File: config.mk
export PLATFORM = sky130hd
export DESIGN_NAME = sum_block_accumulator
export DESIGN_NICKNAME = d
export VERILOG_FILES = /design/src/rtl/sum_block_accumulator.sv
export SDC_FILE = /design/constraint.sdc
export NUM_CORES = 1
export LEC_CHECK = 0
export ABC_AREA = 1
export BUFFER_PORTS_ARGS = -buffer_cell sky130_fd_sc_hd__clkbuf_2
export CAP_MARGIN = 25
export CORE_MARGIN = 4
export CORE_UTILIZATION = 54
export DETAILED_ROUTE_END_ITERATION = 10
export GPL_TIMING_DRIVEN = 0
export PLACE_DENSITY = 0.84
export RECOVER_POWER = 50
export SYNTH_ARGS = -nofsm -noshare
export SYNTH_HDL_FRONTEND = slang
export SYNTH_SLANG_ARGS = --single-unit
File: constraint.sdc
create_clock -name clk -period 2.01 [get_ports clk]
set_input_delay 0.402 -clock clk [delete_from_list [all_inputs] [get_ports clk]]
set_output_delay 0.402 -clock clk [all_outputs]
set_load 0.03 [all_outputs]
File: src/rtl/sum_block_accumulator.sv
// sum_block_accumulator: accumulates fixed-length blocks of unsigned adder
// beats into a saturating total, tracks the block maximum and presents each
// completed block on a ready/valid output register.
module sum_block_accumulator #(
  parameter int IN_W      = 17,
  parameter int ACC_W     = 24,
  parameter int BLOCK_LEN = 8
) (
  input  logic             clk,
  input  logic             reset,
  input  logic             clear,
  input  logic             in_valid,
  output logic             in_ready,
  input  logic [IN_W-1:0]  in_sum,
  output logic             out_valid,
  input  logic             out_ready,
  output logic [ACC_W-1:0] out_acc,
  output logic [IN_W-1:0]  out_max,
  output logic             out_ovf
);

  localparam logic [7:0] LAST = 8'(BLOCK_LEN - 1);

  logic [ACC_W-1:0] acc;
  logic [IN_W-1:0]  blk_max;
  logic             ovf;
  logic [7:0]       cnt;

  logic [ACC_W:0]   sum_ext;
  logic             sat;
  logic [ACC_W-1:0] acc_next;
  logic [IN_W-1:0]  max_next;
  logic             last;
  logic             accept;

  // Carry out of the widened add, or a sticky overflow, pins the total at all-ones.
  assign sum_ext  = {1'b0, acc} + {{(ACC_W + 1 - IN_W){1'b0}}, in_sum};
  assign sat      = sum_ext[ACC_W] | ovf;
  assign acc_next = sat ? {ACC_W{1'b1}} : sum_ext[ACC_W-1:0];
  assign max_next = (in_sum > blk_max) ? in_sum : blk_max;
  assign last     = (cnt == LAST);

  // Only the block-completing beat waits for the output register to free up.
  assign in_ready = reset && !clear && !(last && out_valid && !out_ready);
  assign accept   = in_valid && in_ready;

  // Running block state: cleared on abort, restarted after the last beat.
  always_ff @(posedge clk or negedge reset) begin
    if (!reset) begin
      acc     <= '0;
      blk_max <= '0;
      ovf     <= 1'b0;
      cnt     <= '0;
    end else if (clear) begin
      acc     <= '0;
      blk_max <= '0;
      ovf     <= 1'b0;
      cnt     <= '0;
    end else if (accept) begin
      if (last) begin
        acc     <= '0;
        blk_max <= '0;
        ovf     <= 1'b0;
        cnt     <= '0;
      end else begin
        acc     <= acc_next;
        blk_max <= max_next;
        ovf     <= sat;
        cnt     <= cnt + 8'd1;
      end
    end
  end

  // Output register: a new block loads even while the old one is being consumed.
  always_ff @(posedge clk or negedge reset) begin
    if (!reset) begin
      out_valid <= 1'b0;
      out_acc   <= '0;
      out_max   <= '0;
      out_ovf   <= 1'b0;
    end else if (accept && last) begin
      out_valid <= 1'b1;
      out_acc   <= acc_next;
      out_max   <= max_next;
      out_ovf   <= sat;
    end else if (out_valid && out_ready) begin
      out_valid <= 1'b0;
    end
  end

endmodule

-- After elaboration in Yosys (flattened, before gate mapping)
Index checks and enable logic that the tools add are counted.
- add/subtract/negate cells: 2
- order comparisons: 1
- eq/ne operators: 1
- multiplexer cells: 16
- bitwise logic cells: 1
- reductions and logical operators: 12
- operators by type and width (operator ; number):
    24-bit 2-to-1 mux ; 4
    17-bit 2-to-1 mux ; 4
    24-bit by 17-bit adder with 25-bit output ; 1
    8-bit 2-to-1 mux ; 3
    17-bit greater-than comparator ; 1
    8-bit by 1-bit adder with 8-bit output, second input constant ; 1
    8-bit by 3-bit equality test with 1-bit output, second input constant ; 1
    1-bit logical AND ; 7
    1-bit 2-to-1 mux ; 5
    2-bit nonzero test ; 2
    1-bit logical NOT ; 3
    1-bit OR ; 1
- register bits: 93
- output and inout port bits: 44
- word-level logic and storage cells: 41

-- Logic depth before layout (Yosys ltp)
Gate-level depths: netlist of the first run.
- depth in word-level cells: 8
- gate-level depth with buffers: 15
- mapped depth without buffers: 14

-- Worst setup path after synthesis of the first run
OpenSTA, ideal clock, no wires.
- kind: input -> register
- start: input in_sum[0]
- end: register out_acc[19]
- setup time: 0.117 ns
- arrival time: 1.949 ns
- required time: 1.893 ns
- path slack: -0.055 ns
- stages on the path: 13
- path buffers: 1
- path through: ha_1 -> fa_1 -> nand2_1 -> nand2_1 -> nand3_1 -> nand2_1 -> nand2_1 -> nand3_2 -> nor2_4 -> buf_6 -> nand3_2 -> nand2_1 -> nand2_1
- cells in the longest elaborated chain, start to end: 3
- ends and longest elaborated chain (what ; RTL line ; text):
    start, declared ; 14 ; input logic [IN_W-1:0] in_sum,
    24-bit by 17-bit adder with 25-bit output (*) ; 37 ; assign sum_ext = {1'b0, acc} + {{(ACC_W + 1 - IN_W){1'b0}}, in_sum};
    1-bit OR ; 38 ; assign sat = sum_ext[ACC_W] | ovf;
    24-bit 2-to-1 mux (*) ; 39 ; assign acc_next = sat ? {ACC_W{1'b1}} : sum_ext[ACC_W-1:0];
    end signal, assigned ; 83 ; out_acc <= acc_next;
    end, declared ; 17 ; output logic [ACC_W-1:0] out_acc,
Every way passes the cells marked *; elsewhere a longest branch is shown, timed or not.
A chain may end at the register's enable or synchronous reset.

-- Final worst setup path of the first run
- start: register acc[0]
- end: register acc[9]
- cells in the longest elaborated chain, start to end: 6
- ends and longest elaborated chain (what ; RTL line ; text):
    start, declared ; 24 ; logic [ACC_W-1:0] acc;
    start signal, assigned ; 66 ; acc <= acc_next;
    24-bit by 17-bit adder with 25-bit output (*) ; 37 ;
    1-bit OR ; 38 ;
    24-bit 2-to-1 mux (*) ; 39 ;
    24-bit 2-to-1 mux (*) ; 60 ; if (last) begin
    24-bit 2-to-1 mux (*) ; 59 ; end else if (accept) begin
    24-bit 2-to-1 mux (*) ; 54 ; end else if (clear) begin
Every way passes the cells marked *; elsewhere a longest branch is shown, timed or not. The select of a mux whose other input is x is not followed.

==> flow_summary_export.csv, run 1 <==
group,metric,value,unit
pwr,powerDensity,641,mW/mm2
clock_tree,path_clk_slew,0.07,ns
global_route,grt_pass1_wl,27.8,mm
synth,synth-simple-area-share,39.7,%
sta,finalSetupTns,-14.30,ns
pwr,vdd_drop_max,0.000443,V
synth,ys_types,35,
synth,yosysMostFrequentCell,"nand2_1",
sta,final_hold_viol_count,0,
setup_path,critical_path.top_delay_family,"simple AND/OR/NAND/NOR gates",
floorplanning,die-height,114,um
pwr,finalPower,0.00507,W
setup_path,cp-start-kind,"flip-flop",
synth,synth-xor-area-share,1.30,%
hold_path,hold_class,"input port to asynchronous set/reset pin",
global_route,grtUsageMet2,46.6,%
routing,drc,0,
synth,synthArstFlopShare,100,%
global_route,grt_max_degree,35,
placed_design,hpwl,11.9,mm
setup_path,slowest_stage,"dfrtp_1",
floorplanning,die_x,114,um
routing,vias,6303,
synth,yosys-top-cells-area,"dfrtp_1 38%, nand2_1 24%, ha_1 7.2%",
synth,synth_compound_area_share,3.59,%
routing,wirelength,19.3,mm
finish,nNetsFinal,1053,
routing,final_antenna_net_count,0,
global_route,grt-busiest-layer,"met2",
setup_path,r2r-start,"acc[0]",
synth,yosysTopAreaCell,"dfrtp_1",
sta,slew_viol_final,0,
clock_tree,root_buffer,"clkbuf_16",
synth,synth_edf_count,0,
synth,synth_top_family_by_area,"simple AND/OR/NAND/NOR gates",
outcome,status,"finished, violations left",
global_route,antenna_found_initial,0,
finish,synthToLayoutAreaGrowth,30.2,%
routing,drtIter0Drc,527,
floorplanning,initial_core_util,55.5,%
synth,syn_inst,881,
clock_tree,htreeDepth,3,
setup_path,critPathLaunch,"acc[0]",
global_route,gr-usage-all-layers,26.9,%
global_route,use_met1,32.7,%
synth,synth.area.mux_share,0.165,%
placed_design,dp_slack,-0.559,ns
setup_path,worstPathMaxFanout,6,
global_route,use_met3,5.99,%
routing,wl_per_cell,17.0,um
sta,setup_viol,83,
pwr,leakage,4.44,nW
synth,synth_nets,939,
run,cap_violations,0,
sta,fin_ws,-0.241,ns
setup_path,critPathCaptureType,"flip-flop",
placed_design,place_congestion,0.964,
sta,slew_headroom,8.37,%
synth,netlist_top_cells_count,"387 x nand2_1, 112 x inv_1, 93 x dfrtp_1",
floorplanning,coreArea,0.0109,mm2
setup_path,arrival,2.48,ns
floorplanning,rows,38,
setup_path,crit_buf_inv,2,
finish,fillers,822,
clock_tree,cts_buffers,9,
global_route,grt_pass1_vias,5887,
synth,synth_ff_type,"dfrtp_1",
sta,max_freq,0.444,GHz
synth,synth_fa_ha_area_share,7.54,%
finish,drive_gt1_share,26.8,%
placed_design,io_buffers,65,
synth,ys_seq_area_share,38.3,%
global_route,grt.overflow.total,0,
routing,vias_per_cell,5.53,
synth,synth.cell_area,0.00607,mm2
clock_tree,cts_tree,"built",
synth,ys_ff_latch,93,
setup_path,max_stage_delay,0.42,ns
floorplanning,die_area,0.0130,mm2
setup_path,crit_required,2.24,ns
clock_tree,clockBufferDepth,2,
sta,whs,0.208,ns
clock_tree,cts.sinks,93,
routing,drt_first_pass_iters,6,
sta,worst_pin_slew,1.37,ns
finish,antenna_cells,0,
sta,rsz0062_at_grt,"yes",
synth,syn_avg_cell_area,6.89,um2
floorplanning,ios,66,
sta,min_period,2.25,ns
sta,finClkSkew,0.00849,ns
synth,netlist.area_leader.share,38.3,%
setup_path,cp_cell_sequence,"ha_4 > fa_2 > nand2_2 > nand2_2 > nand3_2 > nand2_4 > buf_4 > buf_6 > nand2_4 > nand2_4 > nand2_4 > nand2_8 > nor2_4 > o21ai_1",
setup_path,critPathKind,"flip-flop to flip-flop",
outcome,violations,"negative setup slack",
synth,yosys_warnings,0,
setup_path,cp_common_cell,"nand2_4",
sta,fin_crit_sh,112,%
clock_tree,clk-insertion-delay-late,0.35,ns
power by group:
part / internal, W / switching, W
clock: 0.00100 / 0.000767
combinational: 0.000504 / 0.000821
sequential: 0.00193 / 0.0000428
kinds of logic (layout without fill, tap and decap cells):
kind of cell / Yosys count / count (layout)
and+or+nand+nor: 565 / 565
AOI/OAI and AO/OA: 40 / 40
buffers and inverters: 137 / 256
adders and majority gates: 36 / 36
xor gates and xnor gates: 9 / 9
muxes: 1 / 1
DFF: 93 / 93
worst register-to-register path, stage by stage, from the launching register on:
cell,delay [ns]
dfrtp_1,0.42
ha_4,0.19
fa_2,0.42
nand2_2,0.11
nand2_2,0.06
nand3_2,0.09
nand2_4,0.07
buf_4,0.14
buf_6,0.11
nand2_4,0.06
nand2_4,0.06
nand2_4,0.09
nand2_8,0.10
nor2_4,0.14
o21ai_1,0.07
layout by cell type, fill, tap and decap left out, types with 10 or more instances in the layout:
cell / instances
buf_6: 15
nand2_2: 25
inv_2: 10
buf_4: 25
clkbuf_16: 10
nand2_1: 343
dfrtp_1: 93
nand2_4: 19
clkbuf_2: 67
nor2_1: 43
inv_1: 103
nand3_2: 37
nand4_1: 10
nand3b_1: 16
ha_1: 26
nand3_1: 39
a21oi_1: 14
registers in the layout, summed over array words and instances (netlist names):
register,count
out_ovf,1
out_max,17
out_valid,1
cnt,8
out_acc,24
acc,24
blk_max,17
ovf,1
final timing paths:
kind	end	slack, ns	cells past startpoint
worst max-delay path	acc[9]	-0.24	14
worst min-delay path	out_acc[8]	0.21	2
worst max register to register	acc[9]	-0.24	14
worst min register to register	out_max[11]	0.47	2
max in group asynchronous	blk_max[4]	0.41	2
min in group clk	cnt[3]	0.32	2
per-layer routing:
metal / up-vias / routed length (um)
met3: 85 / 1460
li1: 2981 / -
met5: - / 0
met2: 324 / 9510
met1: 2913 / 7550
met4: 0 / 802
timing repair:
action                                  4_1_cts  5_1_grt
endpoints found under the setup margin       91       89
hold endpoints to repair                     34        0
setup buffers                                18       17
hold buffers                                  1        0
resized for setup                            69      116
cloned                                        2        2
pin swaps                                    21       65
area by class of cell:
class / count / area (um2) / area share [%]
Buffer: 21 / 149 / 1.88
Clock buffer: 11 / 243 / 3.07
Clock inverter: 5 / 58.8 / 0.744
Inverter: 115 / 433 / 5.48
Multi-Input combinational cell: 651 / 3820 / 48.3
Sequential cell: 93 / 2330 / 29.4
Tap cell: 140 / 175 / 2.22
Timing Repair Buffer: 104 / 698 / 8.83
per-stage QoR:
| step | cells | utilization (%) | instance area, um2 |
|---|---|---|---|
| 6_report | 1140 | 72.3 | 7900 |
| 5_1_grt | 1140 | 72.3 | 7900 |
| 4_1_cts | 1123 | 67.4 | 7370 |
| 3_5_place_dp | 1087 | 60.5 | 6620 |
| 3_3_place_gp | 1086 | 60.2 | 6590 |
| 2_1_floorplan | 881 | - | 6090 |
(Power assumes the default switching activity.)
==> inputs of run 2 (changes only) <==
- CORE_UTILIZATION: 54 -> 60
- PLACE_DENSITY: 0.84 -> 0.88
- SLEW_MARGIN: default -> 5
- TNS_END_PERCENT: default -> 100
- clock period: 2.01 -> 2.55 ns (I/O delays scaled with it)
==> run 2 against run 1 <==
Net effect: the flow now finishes without violations; fmax down 6.1%; critical endpoint is now out_acc[22]; register-to-register slack improved by 0.39 ns; non-clock buffer count decreased by 35; power is 34% lower; first-iteration DRC count is 24% lower; largest cell class unchanged; sequential share of layout area increased by 4.9 points; via count fell by 8.5%; cell count down 3.8%; global-route usage grew 0.55 points; core utilization down 3.3 points; largest power group unchanged; sequential power shrank 21%.
==> flow_summary_export.csv, run 2 (synthesized netlist as in run 1, its figures left out) <==
group,metric,value,unit
finish,seq_area,0.00233,mm2
run,cap_violations,0,
finish,top_regs,"acc (24), out_acc (24)",
hold_path,hold_class,"input port to asynchronous set/reset pin",
pwr,finalPower,0.00335,W
clock_tree,root_buffer,"clkbuf_8",
sta,max_freq,0.417,GHz
finish,final_util,69.0,%
clock_tree,cts.sinks,93,
finish,stdcell_count,1097,
setup_path,worstPathMaxFanout,10,
floorplanning,die-height,109,um
setup_path,arrival,2.67,ns
pwr,p_seq_share,46.3,%
clock_tree,cts.hold.buffers_added,0,
clock_tree,path_clk_slew,0.09,ns
sta,finClkSkew,0.0144,ns
routing,top_layer,"met4",
setup_path,crit_required,2.82,ns
routing,wl_per_cell,13.9,um
floorplanning,rows,36,
setup_path,critPathKind,"flip-flop to flip-flop",
setup_path,r2r-start,"acc[0]",
floorplanning,initial_core_util,61.8,%
routing,wirelength,15.3,mm
clock_tree,cts_buffers,9,
floorplanning,ios,66,
clock_tree,cts_tree,"built",
clock_tree,clk-insertion-delay-late,0.38,ns
finish,antenna_cells,0,
setup_path,max_stage_delay,0.44,ns
routing,drtIter0Drc,399,
finish,nNetsFinal,1018,
setup_path,rrSetupSlack,0.15,ns
routing,route.met2.wl,7.30,mm
finish,mostFrequentLayoutCell,"nand2_1",
clock_tree,htreeDepth,3,
placed_design,dpl.cell_count,1080,
pwr,clockPowerShare,33.0,%
placed_design,io_buffers,65,
global_route,grt_max_degree,60,
pwr,swShare,30.5,%
clock_tree,clockBufferDepth,2,
finish,multi_input_area,0.00317,mm2
finish,drive_gt1_share,9.96,%
finish,fillers,892,
global_route,gr-usage-all-layers,27.4,%
setup_path,worst_r2r_path_depth,13,
routing,vias_per_cell,5.26,
floorplanning,die_x,109,um
floorplanning,die_area,0.0118,mm2
finish,final_cell_mix,"386 x nand2_1, 112 x inv_1, 93 x dfrtp_1",
floorplanning,coreArea,0.00982,mm2
pwr,p_int,0.00233,W
placed_design,dp_slack,-0.201,ns
setup_path,critical_path.top_delay_family,"simple AND/OR/NAND/NOR gates",
sta,slew_viol_final,0,
placed_design,place_congestion,0.982,
setup_path,worstReg2RegEnd,"out_acc[22]",
pwr,vdd_drop_max,0.000432,V
routing,vias,5769,
routing,final_antenna_net_count,0,
sta,setup_viol,0,
routing,drc,0,
setup_path,cp_cell_sequence,"ha_1 > fa_1 > nand2_1 > nand2_1 > nand3_1 > nand2_2 > nand2_1 > nand3_2 > nor2_4 > buf_6 > nand3_2 > nand2_1 > nand2_1",
setup_path,cp-start-kind,"flip-flop",
pwr,leakage,3.93,nW
global_route,grt.overflow.total,0,
global_route,grt_pass1_vias,5405,
pwr,pwr-share-comb,20.7,%
routing,drt-met1-wl,6.67,mm
finish,synthToLayoutAreaGrowth,11.6,%
sta,fin_crit_sh,94.0,%
global_route,grt_pass1_wl,25.2,mm
sta,rsz0062_at_grt,"no",
sta,slew_headroom,1.61,%
global_route,antenna_found_initial,0,
pwr,powerDensity,495,mW/mm2
sta,final_hold_viol_count,0,
outcome,status,"finished, final reports clean",
setup_path,critPathCaptureType,"flip-flop",
setup_path,cp_common_cell,"nand2_1",
sta,worst_pin_slew,1.48,ns
setup_path,crit_buf_inv,1,
placed_design,hpwl,11.8,mm
routing,met3_length,968,um
sta,fin_ws,0.152,ns
routing,drt_first_pass_iters,6,
setup_path,slowest_stage,"fa_1",
pwr,switchingPower,0.00102,W
sta,min_period,2.40,ns
## run 2: changes by cell type in the layout (fill, tap and decap cells not counted), sizes merged
cell and change:
dlymetal6s4s -1, bufinv +1, clkinvlp -2, buf -32, clkbuf -1, clkinv -1
## run 2: power by group through the flow
stage / registers (W) / clock network [W] / logic [W]
after global placement: 0.00158 / 0 / 0.000666
after CTS: 0.00155 / 0.00111 / 0.000694
after global routing: 0.00155 / 0.00118 / 0.000796
after floorplan: 0.00157 / 0 / 0.000497
after detailed placement: 0.00158 / 0 / 0.000689
final: 0.00155 / 0.00111 / 0.000693
## run 2: per-stage QoR
step	area, um2	TNS (ns)	hold slack [ns]
finish	6770	0	0.108
global route	6770	0	0.149
floorplan	6070	0	0.214
global placement	6560	-99.22	0.461
CTS	6810	0	0.139
detailed placement	6590	-4.66	0.464
## run 2: how the worst max path moves through the flow
stage / from / endpoint / slack (ns) / cells after the start
6_report: acc[0] / out_acc[22] / 0.15 / 13
5_1_grt: acc[0] / acc[6] / 0.03 / 13
4_1_cts: acc[0] / out_acc[22] / 0.04 / 13
3_5_place_dp: in_sum[0] / out_acc[22] / -0.20 / 14
3_3_place_gp: reset / out_acc[2] / -1.06 / 8
2_1_floorplan: in_sum[0] / out_acc[19] / 0.38 / 13
## run 2: area by class of cell
class                           count  area share [%]
Clock inverter                      3            1.02
Tap cell                          133            2.46
Multi-Input combinational cell    651            46.9
Timing Repair Buffer               68            4.73
Clock buffer                       12            2.14
Inverter                          115            6.37
Sequential cell                    93            34.4
Buffer                             22            2.05
## run 2: timing repair
item / in CTS / in global routing
buffers inserted: 0 / 2
resized for setup: 0 / 1
endpoints found under the setup margin: 0 / 23
## run 2: routing by layer
metal  vias to the layer above  GRT usage [%]
li1                       2907              -
met1                      2658           35.4
met2                       175           46.2
met3                        29           4.84
met4                         0           9.65
met5                         -              0
==> inputs of run 3 (changes only) <==
- ABC_AREA: 1 -> default
- CORE_UTILIZATION: 60 -> 59
==> run 3 against run 2 <==
Net effect: the flow now finishes with violations (negative setup slack); routed wire length increased by 30%; largest cell class unchanged; first-iteration DRC count is 120% higher; worst setup slack got worse by 0.42 ns; hold slack lost 0.066 ns; via count grew 5.7%; critical path depth down 3; sequential share of layout area down 2.2 points; cell area rose by 6.9%; synthesized cell count down 27%; critical endpoint is now acc[15].
==> flow_summary_export.csv, run 3 <==
group,metric,value,unit
floorplanning,rows,35,
finish,mostFrequentLayoutCell,"dfrtp_1",
global_route,antenna_found_initial,0,
clock_tree,clockBufferDepth,2,
sta,max_freq,0.355,GHz
sta,fin_crit_sh,110,%
sta,setup_viol,84,
synth,ys_seq_area_share,41.2,%
sta,whs,0.0415,ns
hold_path,hold_class,"input port to asynchronous set/reset pin",
synth,synth_nets,705,
synth,synth_top_family_by_area,"compound AO/OA/AOI/OAI gates",
placed_design,place_congestion,0.938,
sta,rsz0062_at_grt,"yes",
run,cap_violations,0,
pwr,finalPower,0.00344,W
synth,syn_avg_cell_area,8.74,um2
global_route,grt_pass1_wl,28.3,mm
clock_tree,cts.sinks,93,
synth,synth_ff_type,"dfrtp_1",
pwr,powerDensity,476,mW/mm2
clock_tree,root_buffer,"clkbuf_8",
pwr,vdd_drop_max,0.000292,V
synth,synth-simple-area-share,20.8,%
global_route,grt_max_degree,59,
global_route,gr-usage-all-layers,31.6,%
floorplanning,initial_core_util,60.9,%
setup_path,max_stage_delay,0.42,ns
setup_path,critPathKind,"flip-flop to flip-flop",
clock_tree,htreeDepth,3,
finish,design_area,0.00724,mm2
finish,drive_gt1_share,30.3,%
routing,vias_per_cell,6.81,
sta,finClkSkew,0.0109,ns
setup_path,crit_end,"acc[15]",
setup_path,worst_r2r_path_depth,10,
setup_path,critPathLaunch,"acc[0]",
routing,wl_per_cell,22.3,um
global_route,grt_pass1_vias,5749,
floorplanning,die_x,106,um
floorplanning,die-height,106,um
synth,synth_edf_count,0,
finish,final_cell_mix,"93 x dfrtp_1, 73 x nand2_1, 68 x clkbuf_2",
synth,ys_types,57,
synth,syn_inst,647,
pwr,leakage,3.40,nW
synth,yosysTopAreaCell,"dfrtp_1",
sta,min_period,2.82,ns
synth,yosysMostFrequentCell,"dfrtp_1",
synth,netlist_top_cells_count,"93 x dfrtp_1, 78 x nand2_1, 70 x nor3_1",
setup_path,slowest_stage,"dfrtp_1",
sta,worst_pin_slew,0.552,ns
clock_tree,cts_buffers,9,
finish,stdcell_count,895,
finish,nNetsFinal,819,
setup_path,critical_path.top_delay_family,"compound AO/OA/AOI/OAI gates",
floorplanning,ios,66,
sta,fin_ws,-0.267,ns
synth,synth.area.mux_share,0.177,%
floorplanning,die_area,0.0112,mm2
setup_path,worstPathMaxFanout,5,
routing,final_antenna_net_count,0,
setup_path,rrSetupSlack,-0.27,ns
setup_path,worstReg2RegEnd,"acc[15]",
setup_path,crit_required,2.78,ns
synth,yosys-top-cells-area,"dfrtp_1 41%, ha_1 7.7%, nor3_1 6.2%",
setup_path,crit_buf_inv,1,
setup_path,r2r-start,"acc[0]",
outcome,status,"finished, violations left",
routing,drtIter0Drc,877,
global_route,grt.overflow.total,0,
synth,synth_compound_area_share,22.6,%
floorplanning,coreArea,0.00928,mm2
routing,vias,6095,
synth,ys_ff_latch,93,
synth,netlist.area_leader.share,41.2,%
clock_tree,clk-insertion-delay-late,0.37,ns
setup_path,cp_cell_sequence,"ha_4 > fa_2 > a211oi_2 > o211ai_1 > a41oi_2 > o211a_1 > o21ai_2 > buf_2 > nor2_2 > o21ai_0",
setup_path,arrival,3.05,ns
finish,antenna_cells,0,
placed_design,dpl.cell_count,842,
setup_path,crit_cells,10,
clock_tree,cts_tree,"built",
routing,wirelength,19.9,mm
placed_design,io_buffers,65,
synth,yosys_warnings,0,
finish,synthToLayoutAreaGrowth,28.1,%
synth,synth_fa_ha_area_share,8.10,%
synth,synth-xor-area-share,2.79,%
sta,slew_viol_final,0,
placed_design,hpwl,11.3,mm
finish,fillers,556,
placed_design,placed_area,0.00620,mm2
finish,top_regs,"acc (24), out_acc (24)",
clock_tree,path_clk_slew,0.10,ns
routing,drc,0,
routing,drt_first_pass_iters,8,
setup_path,cp-start-kind,"flip-flop",
synth,synth.cell_area,0.00566,mm2
setup_path,critPathCaptureType,"flip-flop",
outcome,violations,"negative setup slack",
sta,finalSetupTns,-11.72,ns
synth,synthArstFlopShare,100,%
sta,final_hold_viol_count,0,
clock_tree,cts.hold.buffers_added,0,
sta,slew_headroom,63.2,%
[run 3: where the power goes]
part	leakage, nW	switching (W)	internal (W)	total (W)
clock network	0.108	0.000546	0.000584	0.00113
logic	2.00	0.000485	0.000287	0.000771
registers	1.29	0.0000350	0.00151	0.00154
[run 3: area by class of cell]
cell class | instances | area [um2] | area share (%)
plain buffers | 35 | 235 | 3.25
well taps | 129 | 161 | 2.23
repair buffers | 103 | 671 | 9.26
clock inverters | 3 | 68.8 | 0.950
multi-input cells | 496 | 3540 | 48.9
flip-flops and latches | 93 | 2330 | 32.1
clock buffers | 13 | 149 | 2.06
inverters | 23 | 86.3 | 1.19
[run 3: what timing repair did]
item                       CTS  global route
cloned                       0             4
pin swaps                   13            41
setup endpoints to repair   86            84
hold endpoints to repair     0             0
setup buffers               18            17
gates resized for setup     51            94
[run 3: logic make-up after synthesis]
kind of cell	after synthesis
mux	1
buf+inv	58
fa+ha+maj	36
xor+xnor	18
flops	93
compound gates	188
simple gates	253
[run 3: worst min path at each step]
stage,end,slack (ns),depth (start not counted)
after global placement,ovf,0.46,2
after floorplan,acc[0],0.21,0
after detailed placement,ovf,0.47,2
after CTS,out_max[7],0.06,1
after global routing,out_max[7],0.06,1
final,out_max[7],0.04,1
[run 3: per-layer routing]
layer | GRT usage [%] | part of all wire, %
met4 | 17.6 | 6.7
met2 | 52.9 | 47
met3 | 6.25 | 11
met5 | 0 | 0
met1 | 38.1 | 35
[run 3: per-stage QoR]
stage          util (%)  setup slack, ns
2_1_floorplan         -          -0.0241
3_3_place_gp       66.5            -1.68
3_5_place_dp       66.8           -0.691
4_1_cts            72.9          -0.0343
5_1_grt            78.0           -0.458
6_report           78.0           -0.267
